$ cat src/rtl/gcd_stein_unit_if.sv
// Operand/result handshake bundle for the Stein GCD engine: valid/ready in, valid/ready out.
// The engine takes the slave side; the operand source and result consumer take the master side.
interface gcd_stein_unit_if #(
    parameter int DATA_WIDTH = 8
);
    localparam int CNT_WIDTH = $clog2(3*DATA_WIDTH+2);

    logic                  in_valid_i;
    logic                  in_ready_o;
    logic [DATA_WIDTH-1:0] operand_a_i;
    logic [DATA_WIDTH-1:0] operand_b_i;
    logic                  out_valid_o;
    logic                  out_ready_i;
    logic [DATA_WIDTH-1:0] gcd_o;
    logic                  coprime_o;
    logic [CNT_WIDTH-1:0]  cycles_o;
    logic                  busy_o;

    modport slave (
        input  in_valid_i, operand_a_i, operand_b_i, out_ready_i,
        output in_ready_o, out_valid_o, gcd_o, coprime_o, cycles_o, busy_o
    );

    modport master (
        output in_valid_i, operand_a_i, operand_b_i, out_ready_i,
        input  in_ready_o, out_valid_o, gcd_o, coprime_o, cycles_o, busy_o
    );
endinterface

$ cat src/rtl/gcd_stein_unit.sv
// Binary (Stein) GCD engine, one job in flight; latency 1 cycle for a zero operand, else cycles_o+1.
// Accepts only in IDLE; the result is held in DONE until out_ready_i is seen.
module gcd_stein_unit #(
    parameter int DATA_WIDTH = 8
) (
    input  logic               clk_i,
    input  logic               reset_i,
    gcd_stein_unit_if.slave    bus
);
    localparam int CNT_WIDTH = $clog2(3*DATA_WIDTH+2);
    localparam int K_WIDTH   = $clog2(DATA_WIDTH) + 1;

    localparam logic [2:0] S_IDLE   = 3'd0;
    localparam logic [2:0] S_STRIP  = 3'd1;
    localparam logic [2:0] S_REDUCE = 3'd2;
    localparam logic [2:0] S_SHIFT  = 3'd3;
    localparam logic [2:0] S_DONE   = 3'd4;

    logic [2:0]            r_state;
    logic [DATA_WIDTH-1:0] r_a;
    logic [DATA_WIDTH-1:0] r_b;
    logic [K_WIDTH-1:0]    r_k;
    logic [DATA_WIDTH-1:0] r_gcd;
    logic [CNT_WIDTH-1:0]  r_cnt;

    logic [DATA_WIDTH-1:0] w_a_minus_b;
    logic [DATA_WIDTH-1:0] w_b_minus_a;
    logic                  w_accept;
    logic                  w_zero_op;

    assign w_a_minus_b = r_a - r_b;
    assign w_b_minus_a = r_b - r_a;
    assign w_accept    = bus.in_valid_i && (r_state == S_IDLE);
    assign w_zero_op   = (bus.operand_a_i == '0) || (bus.operand_b_i == '0);

    always_ff @(posedge clk_i) begin
        if (reset_i) begin
            r_state <= S_IDLE;
            r_a     <= '0;
            r_b     <= '0;
            r_k     <= '0;
            r_gcd   <= '0;
            r_cnt   <= '0;
        end else begin
            case (r_state)
                S_IDLE: begin
                    if (w_accept) begin
                        r_a   <= bus.operand_a_i;
                        r_b   <= bus.operand_b_i;
                        r_k   <= '0;
                        r_cnt <= '0;
                        if (w_zero_op) begin
                            r_gcd   <= bus.operand_a_i | bus.operand_b_i;
                            r_state <= S_DONE;
                        end else begin
                            r_state <= S_STRIP;
                        end
                    end
                end
                S_STRIP: begin
                    r_cnt <= r_cnt + 1'b1;
                    if (!r_a[0] && !r_b[0]) begin
                        r_a <= r_a >> 1;
                        r_b <= r_b >> 1;
                        r_k <= r_k + 1'b1;
                    end else begin
                        r_state <= S_REDUCE;
                    end
                end
                S_REDUCE: begin
                    r_cnt <= r_cnt + 1'b1;
                    // Both odd before any subtract, so the difference is even and the shift is exact.
                    if (!r_a[0]) begin
                        r_a <= r_a >> 1;
                    end else if (!r_b[0]) begin
                        r_b <= r_b >> 1;
                    end else if (r_a > r_b) begin
                        r_a <= w_a_minus_b >> 1;
                    end else if (r_b > r_a) begin
                        r_b <= w_b_minus_a >> 1;
                    end else begin
                        r_state <= S_SHIFT;
                    end
                end
                S_SHIFT: begin
                    r_cnt   <= r_cnt + 1'b1;
                    r_gcd   <= r_a << r_k;
                    r_state <= S_DONE;
                end
                S_DONE: begin
                    if (bus.out_ready_i) begin
                        r_state <= S_IDLE;
                    end
                end
                default: r_state <= S_IDLE;
            endcase
        end
    end

    assign bus.in_ready_o  = (r_state == S_IDLE);
    assign bus.busy_o      = (r_state != S_IDLE);
    assign bus.out_valid_o = (r_state == S_DONE);
    assign bus.gcd_o       = r_gcd;
    assign bus.coprime_o   = (r_gcd == {{(DATA_WIDTH-1){1'b0}}, 1'b1});
    assign bus.cycles_o    = r_cnt;
endmodule

$ cat src/flat_wrapper.sv
// flat-port wrapper written by rule: the top's interface ports become plain ports
module gcd_stein_unit_flat 
#(
    parameter int DATA_WIDTH = 8
)
  (clk_i, reset_i, bus_in_valid_i, bus_operand_a_i, bus_operand_b_i, bus_out_ready_i, bus_in_ready_o, bus_out_valid_o, bus_gcd_o, bus_coprime_o, bus_cycles_o, bus_busy_o);
  gcd_stein_unit_if #(.DATA_WIDTH(DATA_WIDTH)) bus_i ();
  input  logic clk_i;
  input  logic reset_i;
  input wire logic [$bits(bus_i.in_valid_i)-1:0] bus_in_valid_i;
  input wire logic [$bits(bus_i.operand_a_i)-1:0] bus_operand_a_i;
  input wire logic [$bits(bus_i.operand_b_i)-1:0] bus_operand_b_i;
  input wire logic [$bits(bus_i.out_ready_i)-1:0] bus_out_ready_i;
  output wire logic [$bits(bus_i.in_ready_o)-1:0] bus_in_ready_o;
  output wire logic [$bits(bus_i.out_valid_o)-1:0] bus_out_valid_o;
  output wire logic [$bits(bus_i.gcd_o)-1:0] bus_gcd_o;
  output wire logic [$bits(bus_i.coprime_o)-1:0] bus_coprime_o;
  output wire logic [$bits(bus_i.cycles_o)-1:0] bus_cycles_o;
  output wire logic [$bits(bus_i.busy_o)-1:0] bus_busy_o;
  assign bus_i.in_valid_i = bus_in_valid_i;
  assign bus_i.operand_a_i = bus_operand_a_i;
  assign bus_i.operand_b_i = bus_operand_b_i;
  assign bus_i.out_ready_i = bus_out_ready_i;
  assign bus_in_ready_o = bus_i.in_ready_o;
  assign bus_out_valid_o = bus_i.out_valid_o;
  assign bus_gcd_o = bus_i.gcd_o;
  assign bus_coprime_o = bus_i.coprime_o;
  assign bus_cycles_o = bus_i.cycles_o;
  assign bus_busy_o = bus_i.busy_o;
  gcd_stein_unit #(.DATA_WIDTH(DATA_WIDTH)) u_core (.clk_i(clk_i), .reset_i(reset_i), .bus(bus_i));
endmodule
$ cat config.mk
export PLATFORM = sky130hd
export DESIGN_NAME = gcd_stein_unit_flat
export DESIGN_NICKNAME = d
export VERILOG_FILES = /design/src/rtl/gcd_stein_unit_if.sv /design/src/rtl/gcd_stein_unit.sv /design/src/flat_wrapper.sv
export SDC_FILE = /design/constraint.sdc
export NUM_CORES = 1
export LEC_CHECK = 0
export CORE_UTILIZATION = 61
export DETAILED_ROUTE_END_ITERATION = 12
export MAX_ROUTING_LAYER = met4
export PLACE_DENSITY_LB_ADDON = 0.1
export REMOVE_ABC_BUFFERS = 1
export SLEW_MARGIN = 10
export SYNTH_ARGS = -nofsm -noshare
export SYNTH_HDL_FRONTEND = slang
export SYNTH_SLANG_ARGS = --single-unit
export TNS_END_PERCENT = 10
$ cat constraint.sdc
create_clock -name clk_i -period 4.45 [get_ports clk_i]
set_input_delay 0.6675 -clock clk_i [delete_from_list [all_inputs] [get_ports clk_i]]
set_output_delay 0.6675 -clock clk_i [all_outputs]
set_load 0.05 [all_outputs]
* Word-level counts from Yosys, hierarchy flattened
Index checks and enable logic that the tools add are counted.
W data, S select, Z words.
** Storage, ports and cells
- Register bits :: 36
- Logic and storage cells :: 86
- Output and inout bits :: 17
- Bits of input ports :: 20
** Cells by class
- Equality and inequality tests :: 18
- Order comparisons :: 2
- Bitwise logic cells :: 1
- Mux-type cells :: 30
- Shifts and indexed selects :: 1
- Add/subtract/negate cells :: 4
- Reductions and logical operators :: 22
** Operators with widths (number)
- $mux W8 :: 13
- $pmux W8 S3 :: 2
- $mux W3 :: 8
- $gt A8 B8 Y1 :: 2
- $logic_not A8 Y1 :: 2
- $pmux W8 S2 :: 1
- $sub A8 B8 Y8 :: 2
- $pmux W3 S5 :: 1
- $ne A3 B3 Y1 const B :: 4
- $ne A2 B1 Y1 const B :: 5
- $pmux W5 S2 :: 1
- $reduce_and A3 Y1 :: 3
- $eq A8 B1 Y1 const B :: 1
- $mux W4 :: 2
- $ne A2 B2 Y1 const B :: 4
- $or A8 B8 Y8 :: 1
- $pmux W4 S2 :: 1
- $shl A8 B4 Y8 :: 1
- $reduce_and A7 Y1 :: 1
- $eq A3 B2 Y1 const B :: 2
- $reduce_and A6 Y1 :: 1
- $reduce_bool A2 Y1 :: 3
- $reduce_bool A3 Y1 :: 2
- $add A5 B1 Y5 const B :: 1
- 12 further kinds :: 14

* Longest topological paths before layout
Gate-level depths: netlist (run 1).
- Word-level depth :: 6
- Mapped depth :: 11
- Gate-level depth less buffers :: 9

* Worst setup path after synthesis (run 1)
No wires, ideal clock.
- Kind :: register to output
- Start :: register u_core.r_state[0]
- End :: output port bus_busy_o
- Arrival :: 2288 ps
- Buffers on the path :: 1
- Stages on the path, launching flop included :: 4
- Data required time :: 3783 ps
- Setup slack :: 1494 ps
- Cell sequence :: dfxtp_1 -> buf_2 -> nor3_1 -> inv_1
** Between the ends
- Cells in the longest elaborated chain, start to end :: 1
** Ends and longest elaborated chain
- start, declared :: line gcd_stein_unit.sv:19 : logic [2:0] r_state;
- start signal, assigned :: line gcd_stein_unit.sv:38 : r_state <= S_IDLE;
- start signal, assigned :: line gcd_stein_unit.sv:54 : r_state <= S_DONE;
- start signal, assigned :: line gcd_stein_unit.sv:56 : r_state <= S_STRIP;
- $reduce_bool A3 Y1 :: line gcd_stein_unit.sv:101 : assign bus.busy_o = (r_state != S_IDLE);
- end, declared :: line flat_wrapper.sv:19 : output wire logic [$bits(bus_i.busy_o)-1:0] bus_busy_o;
No other way between the ends.

* Worst setup path in the final report (run 1)
- Start :: register u_core.r_a[0]
- End :: register u_core.r_b[4]
** Between the ends
- Cells in the longest elaborated chain, start to end :: 6
- Elaborated cells between the ends (all ways) :: 15
- Classes of those cells :: add/sub: 1; order compare: 2; eq/ne: 4; mux: 5; reduce/logical: 3
** Ends and longest elaborated chain
- start, declared :: line gcd_stein_unit.sv:20 : logic [DATA_WIDTH-1:0] r_a;
- start signal, assigned :: line gcd_stein_unit.sv:48 : r_a <= bus.operand_a_i;
- start signal, assigned :: line gcd_stein_unit.sv:63 : r_a <= r_a >> 1;
- start signal, assigned :: line gcd_stein_unit.sv:74 : r_a <= r_a >> 1;
- $sub A8 B8 Y8 :: line gcd_stein_unit.sv:32 : assign w_b_minus_a = r_b - r_a;
- $mux W8 :: line gcd_stein_unit.sv:79 : end else if (r_b > r_a) begin
- $mux W8 :: line gcd_stein_unit.sv:77 : end else if (r_a > r_b) begin
- $mux W8 :: line gcd_stein_unit.sv:75 : end else if (!r_b[0]) begin
- $mux W8 :: line gcd_stein_unit.sv:73 : if (!r_a[0]) begin
- $pmux W8 S3 :: line gcd_stein_unit.sv:45 : case (r_state)
- end signal, assigned :: line gcd_stein_unit.sv:49 : r_b <= bus.operand_b_i;
- end signal, assigned :: line gcd_stein_unit.sv:76 : r_b <= r_b >> 1;
- end signal, assigned :: line gcd_stein_unit.sv:80 : r_b <= w_b_minus_a >> 1;
- end, declared :: line gcd_stein_unit.sv:21 : logic [DATA_WIDTH-1:0] r_b;
Several ways; a longest one is shown, not always the timed one. The select of a mux whose other input is x is not followed.
A chain may end at the register's enable or synchronous reset.

==> impl_metrics.toml, run 1 <==
[run_status]
status = "finished clean"

[cells_and_area]
nFillCells = 418
n_antenna_cell = 0
fin_cells = 525
drive_gt1_share_pct = 3.71
postLayoutCoreUtil_pct = 74.2
final_cell_mix = "nor2_1 (60), a21oi_1 (41), nand2_1 (36), clkdlybuf4s50_1 (36), dfxtp_1 (36)"
final_common_cell = "nor2_1"
areaGrowthSynthToFinish_pct = 14.7
fin_nets = 498

[sta]
finalCritPeriodShare_pct = 74.7
finalSetupTns_ns = 0
max_slew.worst_pin.slew_ns = 0.895
rsz0062_at_grt = "false"
slew_violations = 0
fin_crit_ns = 3.33
fmax_ghz = 0.301
skew_ns = 0.00408
holdWs_ns = 0.519
hold_violations = 0
slew_headroom_pct = 39.9
setup_viol = 0

[pwr]
netSwitchingPower_mw = 1.45
vdd_ir_drop_max_mv = 0.587
power.clock.fraction_pct = 9.0
p_int_mw = 1.22
p_sw_share_pct = 54.4
powerDensity_nw_per_um2 = 741
leakage_nw = 1.36
seqPwrFrac_pct = 21.1
power_frac_comb_pct = 69.9
power_mw = 2.67

[setup_path]
critPathCaptureType = "register"
worstPathArrival_ns = 3.49
path_class = "register to register"
worst-r2r-setup-slack_ns = 1.12
regToRegStartpoint = "u_core.r_a[0]"
cp_max_fo = 9
cp_slowest_cell = "a21oi_1"
path_cells = "clkinv_1 > ha_1 > fa_1 > nand2b_2 > a211o_1 > o211a_1 > a21oi_1 > a21o_1 > a31oi_1"
cp.required_ns = 4.62
critical_path.startpoint_type = "register"
slowest_delay_ns = 0.65
r2r-end = "u_core.r_b[4]"
r2r_cells = 9

[yosys]
syn_avg_cell_area_um2 = 7.23
syn_area_um2 = 3140
synth-seq-cells = 36
yosysSeqAreaShare_pct = 23.0
synthDistinctLibCells = 53
synth_edf_count = 0
ys.flop_type = "dfxtp_1"
async_flop_share_pct = 0
synthCells = 434
ys_top_cells_by_area = "dfxtp_1 (23%), ha_1 (7.6%), nor2_1 (7.2%), a21oi_1 (6.5%), nand2_1 (4.3%)"
yosys.area.top_type_share_pct = 23.0
synth_warnings = 0
synth.largest_area_cell = "dfxtp_1"

[cts]
cts_post_setup_buffers_inserted = 0
cts_buffers = 5
clock_sinks = 36
cts_buffer_depth = 2
cts_repair_resize_count = 0
root_buffer = "clkbuf_8"
path_clk_slew_ns = 0.08
tritoncts = "yes"
cts_hold_buf = 0
clk-insertion-delay-late_ns = 0.29
h-tree-depth = 2

[global_route]
grtUsageTotal_pct = 37.4
grt_pass1_vias = 3177
antenna_found_initial = 0
grt_overflow = 0
grt_pass1_wl_mm = 15.2
grt_max_degree = 27

[flow_run]
cap_violations = 0

[floorplan]
num_rows = 25
die_h_um = 73.7
die_w_um = 73.7
die_area_um2 = 5440
design.core.area_um2 = 4850
io_pins = 37
start_util_pct = 64.7

[drt]
vias_per_cell = 6.68
drt_iter0_drc = 408
drc = 0
ant_nets = 0
drt_first_pass_iters = 5
wire_per_inst_um = 18.1
wirelength_mm = 9.48
num_vias = 3506

[worst_hold_path]
hold_path.startpoint = "u_core.r_b[7]"
worstHoldPathType = "register to register"
holdPathStages = 2
holdPathEnd = "u_core.r_b[7]"

[placement]
dpl.hpwl_mm = 7.04
gp_congestion = 0.973
placed_cells = 517
numPortBuffers = 36
-- registers in the layout, indices dropped and copies added (netlist names) --
register,count
u_core.bus.cycles_o,5
u_core.r_k,4
u_core.r_a,8
u_core.r_state,3
u_core.r_b,8
u_core.bus.gcd_o,8
-- worst max-delay path by stage --
| stage | start | end | slack (ns) | cells after the start |
|---|---|---|---|---|
| after floorplan | u_core.r_state[2] | bus_busy_o | 1.37 | 2 |
| after global placement | u_core.r_a[0] | u_core.r_a[1] | 1.36 | 9 |
| after detailed placement | u_core.r_a[0] | u_core.r_b[1] | 1.24 | 9 |
| after CTS | u_core.r_a[0] | u_core.r_b[1] | 1.19 | 9 |
| after global routing | u_core.r_a[0] | u_core.r_b[1] | 0.95 | 9 |
| final | u_core.r_a[0] | u_core.r_b[4] | 1.12 | 9 |
-- cells by family after synthesis --
logic type,count (synthesis),synth area share [%]
and+or+nand+nor,166,25.6
buffers and inverters,48,5.98
adders and majority gates,21,8.85
xor gates and xnor gates,7,1.95
AOI/OAI and AO/OA,143,30.5
muxes,13,4.19
DFF,36,23.0
-- final cells by class --
class | count | area [um2] | area share [%]
clock buffer | 5 | 68.8 | 1.91
tap | 67 | 83.8 | 2.33
inverter | 25 | 93.8 | 2.61
clock inverter | 3 | 18.8 | 0.521
timing repair buffer | 39 | 383 | 10.6
sequential | 36 | 721 | 20.0
multi-input combinational | 350 | 2230 | 62.0
-- critical path: cells and delay by family (launching register included) --
kind / cells / cell delay (ns)
flip-flops: 1 / 0.52
adder cells (fa/ha/maj): 2 / 0.70
AO/OA/AOI/OAI: 5 / 1.44
buffers and inverters: 1 / 0.33
AND/OR/NAND/NOR: 1 / 0.21
-- cells in the mapped netlist, types with 7 or more instances --
| cell | instances |
|---|---|
| nor3_1 | 13 |
| a21o_1 | 10 |
| o21ai_0 | 19 |
| a21oi_1 | 41 |
| nand2_1 | 36 |
| a211oi_1 | 12 |
| inv_1 | 24 |
| nand3_1 | 7 |
| nor2_1 | 60 |
| a31oi_1 | 13 |
| a311oi_1 | 8 |
| nand2b_1 | 9 |
| dfxtp_1 | 36 |
| ha_1 | 19 |
| mux2i_1 | 12 |
| clkbuf_1 | 14 |
| a221oi_1 | 13 |
-- metrics by stage --
stage | setup WS [ns] | area, um2
after floorplan | 1.37 | 3050
after global placement | 1.36 | 3510
after detailed placement | 1.24 | 3510
after CTS | 1.19 | 3600
after global routing | 0.954 | 3600
final | 1.12 | 3600
-- per-layer routing --
metal	vias to the layer above	GRT usage (%)	routed length [um]
met3	28	7.68	923
met1	1635	49.8	4130
met4	0	12.2	265
met5	-	-	0
met2	201	56.6	4160
li1	1642	-	-
-- power by group through the flow --
stage | Sequential (mW) | Clock (mW) | Combinational, mW
after floorplan | 0.574 | 0 | 1.30
after global placement | 0.556 | 0 | 1.77
after detailed placement | 0.561 | 0 | 1.80
after CTS | 0.555 | 0.235 | 1.82
after global routing | 0.574 | 0.248 | 2.04
final | 0.564 | 0.239 | 1.87
No activity file was read; power rests on OpenSTA's default activity.
==> run 2, diff against run 1 <==
CORE_UTILIZATION = 51   (was 61)
clock period = 3 ns   (was 4.45 ns; I/O delays follow)
==> run 2 against run 1 <==
Count of clock-buffer cells in the layout unchanged. Power grew 56%. Non-clock buffer count grew 14. Largest power group unchanged. Register-to-register slack lost 0.92 ns. Largest cell class unchanged. Clock power increased by 90%. Critical endpoint is now u_core.r_b[1].
==> impl_metrics.toml, run 2 (same netlist as run 1, synthesis figures left out) <==
[run_status]
status = "finished clean"

[cts]
clock_sinks = 36
path_clk_slew_ns = 0.08
cts_buffers = 5
clk-insertion-delay-late_ns = 0.30
root_buffer = "clkbuf_8"
cts_post_setup_buffers_inserted = 0
cts_buffer_depth = 2
h-tree-depth = 2
cts_hold_buf = 0
cts_repair_resize_count = 0
tritoncts = "yes"

[cells_and_area]
final_cell_mix = "nor2_1 (60), a21oi_1 (41), nand2_1 (36), clkdlybuf4s50_1 (36), dfxtp_1 (36)"
nFillCells = 548
drive_gt1_share_pct = 6.57
fin_nets = 512
multi_input_area_um2 = 2230
final_common_cell = "nor2_1"
n_antenna_cell = 0
areaGrowthSynthToFinish_pct = 19.1
final_cell_area_um2 = 3740
regArea_um2 = 721

[setup_path]
cp_max_fo = 6
regToRegStartpoint = "u_core.r_b[0]"
slowest_delay_ns = 0.43
r2r_cells = 9
path_delay_family = "compound AO/OA/AOI/OAI gates"
path_cells = "inv_1 > ha_1 > fa_1 > nand2b_1 > a211oi_1 > o211ai_1 > nor3_2 > a311oi_1 > a211oi_1"
critPathMostFrequentCell = "a211oi_1"
cp.required_ns = 3.21
cp_num_cells = 9
critPathCaptureType = "register"
cp_slowest_cell = "dfxtp_1"
path_class = "register to register"
worst-r2r-setup-slack_ns = 0.21
worstPathArrival_ns = 3.01
r2r-end = "u_core.r_b[1]"
path_buf_inv = 1
critical_path.startpoint_type = "register"

[placement]
placed_cell_area_um2 = 3630
dpl.hpwl_mm = 7.33
numPortBuffers = 36
gp_congestion = 0.921
place_ws_ns = 0.239

[global_route]
grt_overflow = 0
grtUsageTotal_pct = 31.6
grt_max_degree = 18
grt_pass1_vias = 3108
antenna_found_initial = 0
grt_pass1_wl_mm = 15.1

[pwr]
netSwitchingPower_mw = 2.18
powerDensity_nw_per_um2 = 1110
p_int_mw = 1.98
p_sw_share_pct = 52.4
seqPwrFrac_pct = 19.1
leakage_nw = 1.43
vdd_ir_drop_max_mv = 0.707
power.clock.fraction_pct = 10.9
power_frac_comb_pct = 70.0

[drt]
drt_first_pass_iters = 6
vias_per_cell = 6.37
drc = 0
ant_nets = 0
wirelength_mm = 9.80
num_vias = 3485
drt_iter0_drc = 324
wire_per_inst_um = 17.9

[worst_hold_path]
holdPathEnd = "u_core.r_b[7]"
holdPathStages = 2
worstHoldPathType = "register to register"
hold_path.startpoint = "u_core.r_b[7]"

[sta]
finalSetupTns_ns = 0
skew_ns = 0.00542
fin_crit_ns = 2.79
max_slew.worst_pin.slew_ns = 0.773
hold_violations = 0
finalCritPeriodShare_pct = 93.1
fmax_ghz = 0.358
setup_viol = 0
slew_headroom_pct = 48.3
slew_violations = 0
rsz0062_at_grt = "false"
worst_slack_ns = 0.206

[floorplan]
io_pins = 37
design.core.area_um2 = 5920
die_h_um = 80.5
start_util_pct = 53.0
num_rows = 28
die_area_um2 = 6470
die_w_um = 80.5

[flow_run]
cap_violations = 0
==> run 2: tightest hold or removal path: stages, from the launching register on <==
cell     delay [ns]
dfxtp_1        0.36
nand2_1        0.08
a21oi_1        0.05
==> run 2: how the worst max path moves through the flow <==
stage                            from                   to
floorplan           u_core.r_state[2]  u_core.bus.gcd_o[3]
global placement        u_core.r_b[0]        u_core.r_b[1]
CTS                     u_core.r_b[0]        u_core.r_b[1]
finish                  u_core.r_b[0]        u_core.r_b[1]
global route            u_core.r_b[0]        u_core.r_b[1]
detailed placement      u_core.r_b[0]        u_core.r_b[1]
==> run 2: per-layer routing <==
metal  vias up  wire length (um)  GRT usage (%)
li1       1668                 -              -
met1      1617              4370           39.7
met2       178              4460           50.3
met3        22               784           5.91
met4         0               184           11.3
met5         -                 0              -
==> run 2: power by group through the flow <==
stage               clock (mW)  combinational [mW]  sequential, mW
floorplan                    0                1.93           0.852
global placement             0                2.78           0.792
detailed placement           0                2.82           0.796
CTS                      0.454                2.84           0.787
global route             0.471                3.16           0.813
finish                   0.453                2.92           0.796
==> run 2: metrics by stage <==
stage          std cells  power [mW]  hold WS, ns  utilization, %
5_1_grt              547        4.44        0.577            63.1
3_5_place_dp         539        3.62        0.518            61.3
2_1_floorplan        411        2.79        0.467               -
4_1_cts              547        4.08        0.530            63.1
6_report             547        4.16        0.533            63.1
3_3_place_gp         539        3.57        0.502            61.3
==> run 2: area by class of cell <==
cell class / count / area share, %
inverters: 25 / 2.51
repair buffers: 53 / 13.1
clock inverters: 3 / 1.14
multi-input cells: 350 / 59.7
flip-flops and latches: 36 / 19.3
well taps: 75 / 2.51
clock buffers: 5 / 1.84
==> run 3, diff against run 2 <==
==> constraint.sdc (replaced) <==
create_clock -name clk_i -period 3 [get_ports clk_i]
set_input_delay 0.6 -clock clk_i [delete_from_list [all_inputs] [get_ports clk_i]]
set_output_delay 0.6 -clock clk_i [all_outputs]
set_load 0.05 [all_outputs]
==> run 3 against run 2 <==
Sequential power fell by 0.8%. Wire length rose by 2.2%. Register-to-register slack improved by 0.04 ns. First-iteration DRC count fell by 12%. Cell count fell by 0.18%.
==> impl_metrics.toml, run 3 (same netlist as run 1, synthesis figures left out) <==
[sta]
slew_violations = 0
max_slew.worst_pin.slew_ns = 0.786
finalCritPeriodShare_pct = 91.9
hold_violations = 0
fmax_ghz = 0.363
slew_headroom_pct = 47.4
rsz0062_at_grt = "false"
skew_ns = 0.0121
setup_viol = 0
fin_crit_ns = 2.76

[cts]
cts_buffer_depth = 2
h-tree-depth = 2
cts_buffers = 5
clock_sinks = 36
path_clk_slew_ns = 0.09
clk-insertion-delay-late_ns = 0.30
tritoncts = "yes"
cts_post_setup_buffers_inserted = 0
root_buffer = "clkbuf_8"

[cells_and_area]
n_antenna_cell = 0
areaGrowthSynthToFinish_pct = 18.6
final_common_cell = "nor2_1"
drive_gt1_share_pct = 6.58
fin_nets = 511
fin_cells = 546
postLayoutCoreUtil_pct = 62.9
final_cell_mix = "nor2_1 (60), a21oi_1 (41), nand2_1 (36), dfxtp_1 (36), clkdlybuf4s50_1 (35)"

[setup_path]
path_cells = "clkinv_1 > ha_1 > fa_1 > nand2b_2 > a211o_1 > a211oi_4 > a311oi_1 > or3_1 > a21oi_1"
critPathCaptureType = "register"
r2r_cells = 9
slowest_delay_ns = 0.40
path_class = "register to register"
cp.required_ns = 3.22
r2r-end = "u_core.r_a[1]"
regToRegStartpoint = "u_core.r_a[0]"
worstPathArrival_ns = 2.98
cp_slowest_cell = "fa_1"
critical_path.startpoint_type = "register"
cp_max_fo = 6
worst-r2r-setup-slack_ns = 0.24

[flow_run]
cap_violations = 0

[global_route]
grt_pass1_vias = 3237
antenna_found_initial = 0
grt_overflow = 0
grt_pass1_wl_mm = 16.0
grtUsageTotal_pct = 33.3
grt_max_degree = 32

[drt]
drc = 0
drt_first_pass_iters = 7
num_vias = 3545
wire_per_inst_um = 18.4
vias_per_cell = 6.49
drt_iter0_drc = 285
ant_nets = 0
wirelength_mm = 10.0

[floorplan]
io_pins = 37
num_rows = 28
start_util_pct = 53.0
design.core.area_um2 = 5920
die_w_um = 80.5
die_area_um2 = 6470
die_h_um = 80.5

[worst_hold_path]
worstHoldPathType = "register to register"
holdPathEnd = "u_core.r_b[7]"
holdPathStages = 2
hold_path.startpoint = "u_core.r_b[7]"

[placement]
numPortBuffers = 36
gp_congestion = 0.943
dpl.hpwl_mm = 7.39
placed_cells = 538

[run_status]
status = "finished clean"

[pwr]
powerDensity_nw_per_um2 = 1100
vdd_ir_drop_max_mv = 0.771
leakage_nw = 1.43
-- run 3: cell types whose count changed in the layout (fill, tap and decap cells not counted) --
cell / delta
a211oi_1: -1
a211oi_2: +1
nor3_2: -1
nor3_4: +1
clkbuf_1: +1
bufinv_16: -1
clkinv_2: -1
clkdlybuf4s50_1: -1
clkbuf_8: +1
-- run 3: metrics by stage --
stage                     power [mW]  TNS (ns)  hold slack [ns]  cell area, um2  worst slack, ns
after CTS                       4.02         0            0.510            3710            0.153
after floorplan                 2.79   -0.0107            0.467            3050          -0.0107
after detailed placement        3.61         0            0.499            3620            0.194
final                           4.11         0            0.515            3720            0.242
after global placement          3.56         0            0.496            3620            0.291
after global routing            4.44         0            0.545            3720           0.0912
-- run 3: how the worst max path moves through the flow --
stage / start / to / slack [ns] / cells after the start
after floorplan: u_core.r_state[2] / bus_busy_o / -0.01 / 2
after global placement: u_core.r_b[0] / u_core.r_b[1] / 0.29 / 9
after detailed placement: u_core.r_b[0] / u_core.r_b[1] / 0.19 / 9
after CTS: u_core.r_b[0] / u_core.r_b[1] / 0.15 / 9
after global routing: u_core.r_a[0] / u_core.r_a[1] / 0.09 / 9
final: u_core.r_a[0] / u_core.r_a[1] / 0.24 / 9
-- run 3: routing by layer --
metal | up-vias | wire (um) | GRT usage, %
met3 | 20 | 792 | 6.14
li1 | 1662 | - | -
met5 | - | 0 | -
met4 | 0 | 164 | 8.93
met2 | 173 | 4650 | 53.8
met1 | 1690 | 4410 | 42.4
-- run 3: what timing repair did --
action | in CTS | in global routing
resized for setup | 0 | 2
endpoints found under the setup margin | 0 | 1
hold buffers | 0 | 0
-- run 3: final cells by class --
type / instances / area (um2)
Timing Repair Buffer: 52 / 478
Inverter: 25 / 93.8
Fill cell: 570 / 2200
Sequential cell: 36 / 721
Multi-Input combinational cell: 350 / 2240
Clock buffer: 7 / 86.3
Tap cell: 75 / 93.8
Clock inverter: 1 / 7.51
-- run 3: report_power, final --
| part | internal, mW | leakage, nW | switching, mW |
|---|---|---|---|
| Clock | 0.187 | 0.0445 | 0.206 |
| Combinational | 1.12 | 1.09 | 1.80 |
| Sequential | 0.604 | 0.295 | 0.185 |
| Total | 1.92 | 1.43 | 2.19 |
-- run 3: critical path, delay by kind of cell (launching register included) --
kind / cells / cell delay (ns)
buffers and inverters: 1 / 0.10
AO/OA/AOI/OAI: 4 / 1.03
adder cells (fa/ha/maj): 2 / 0.62
AND/OR/NAND/NOR: 2 / 0.58
flip-flops: 1 / 0.34
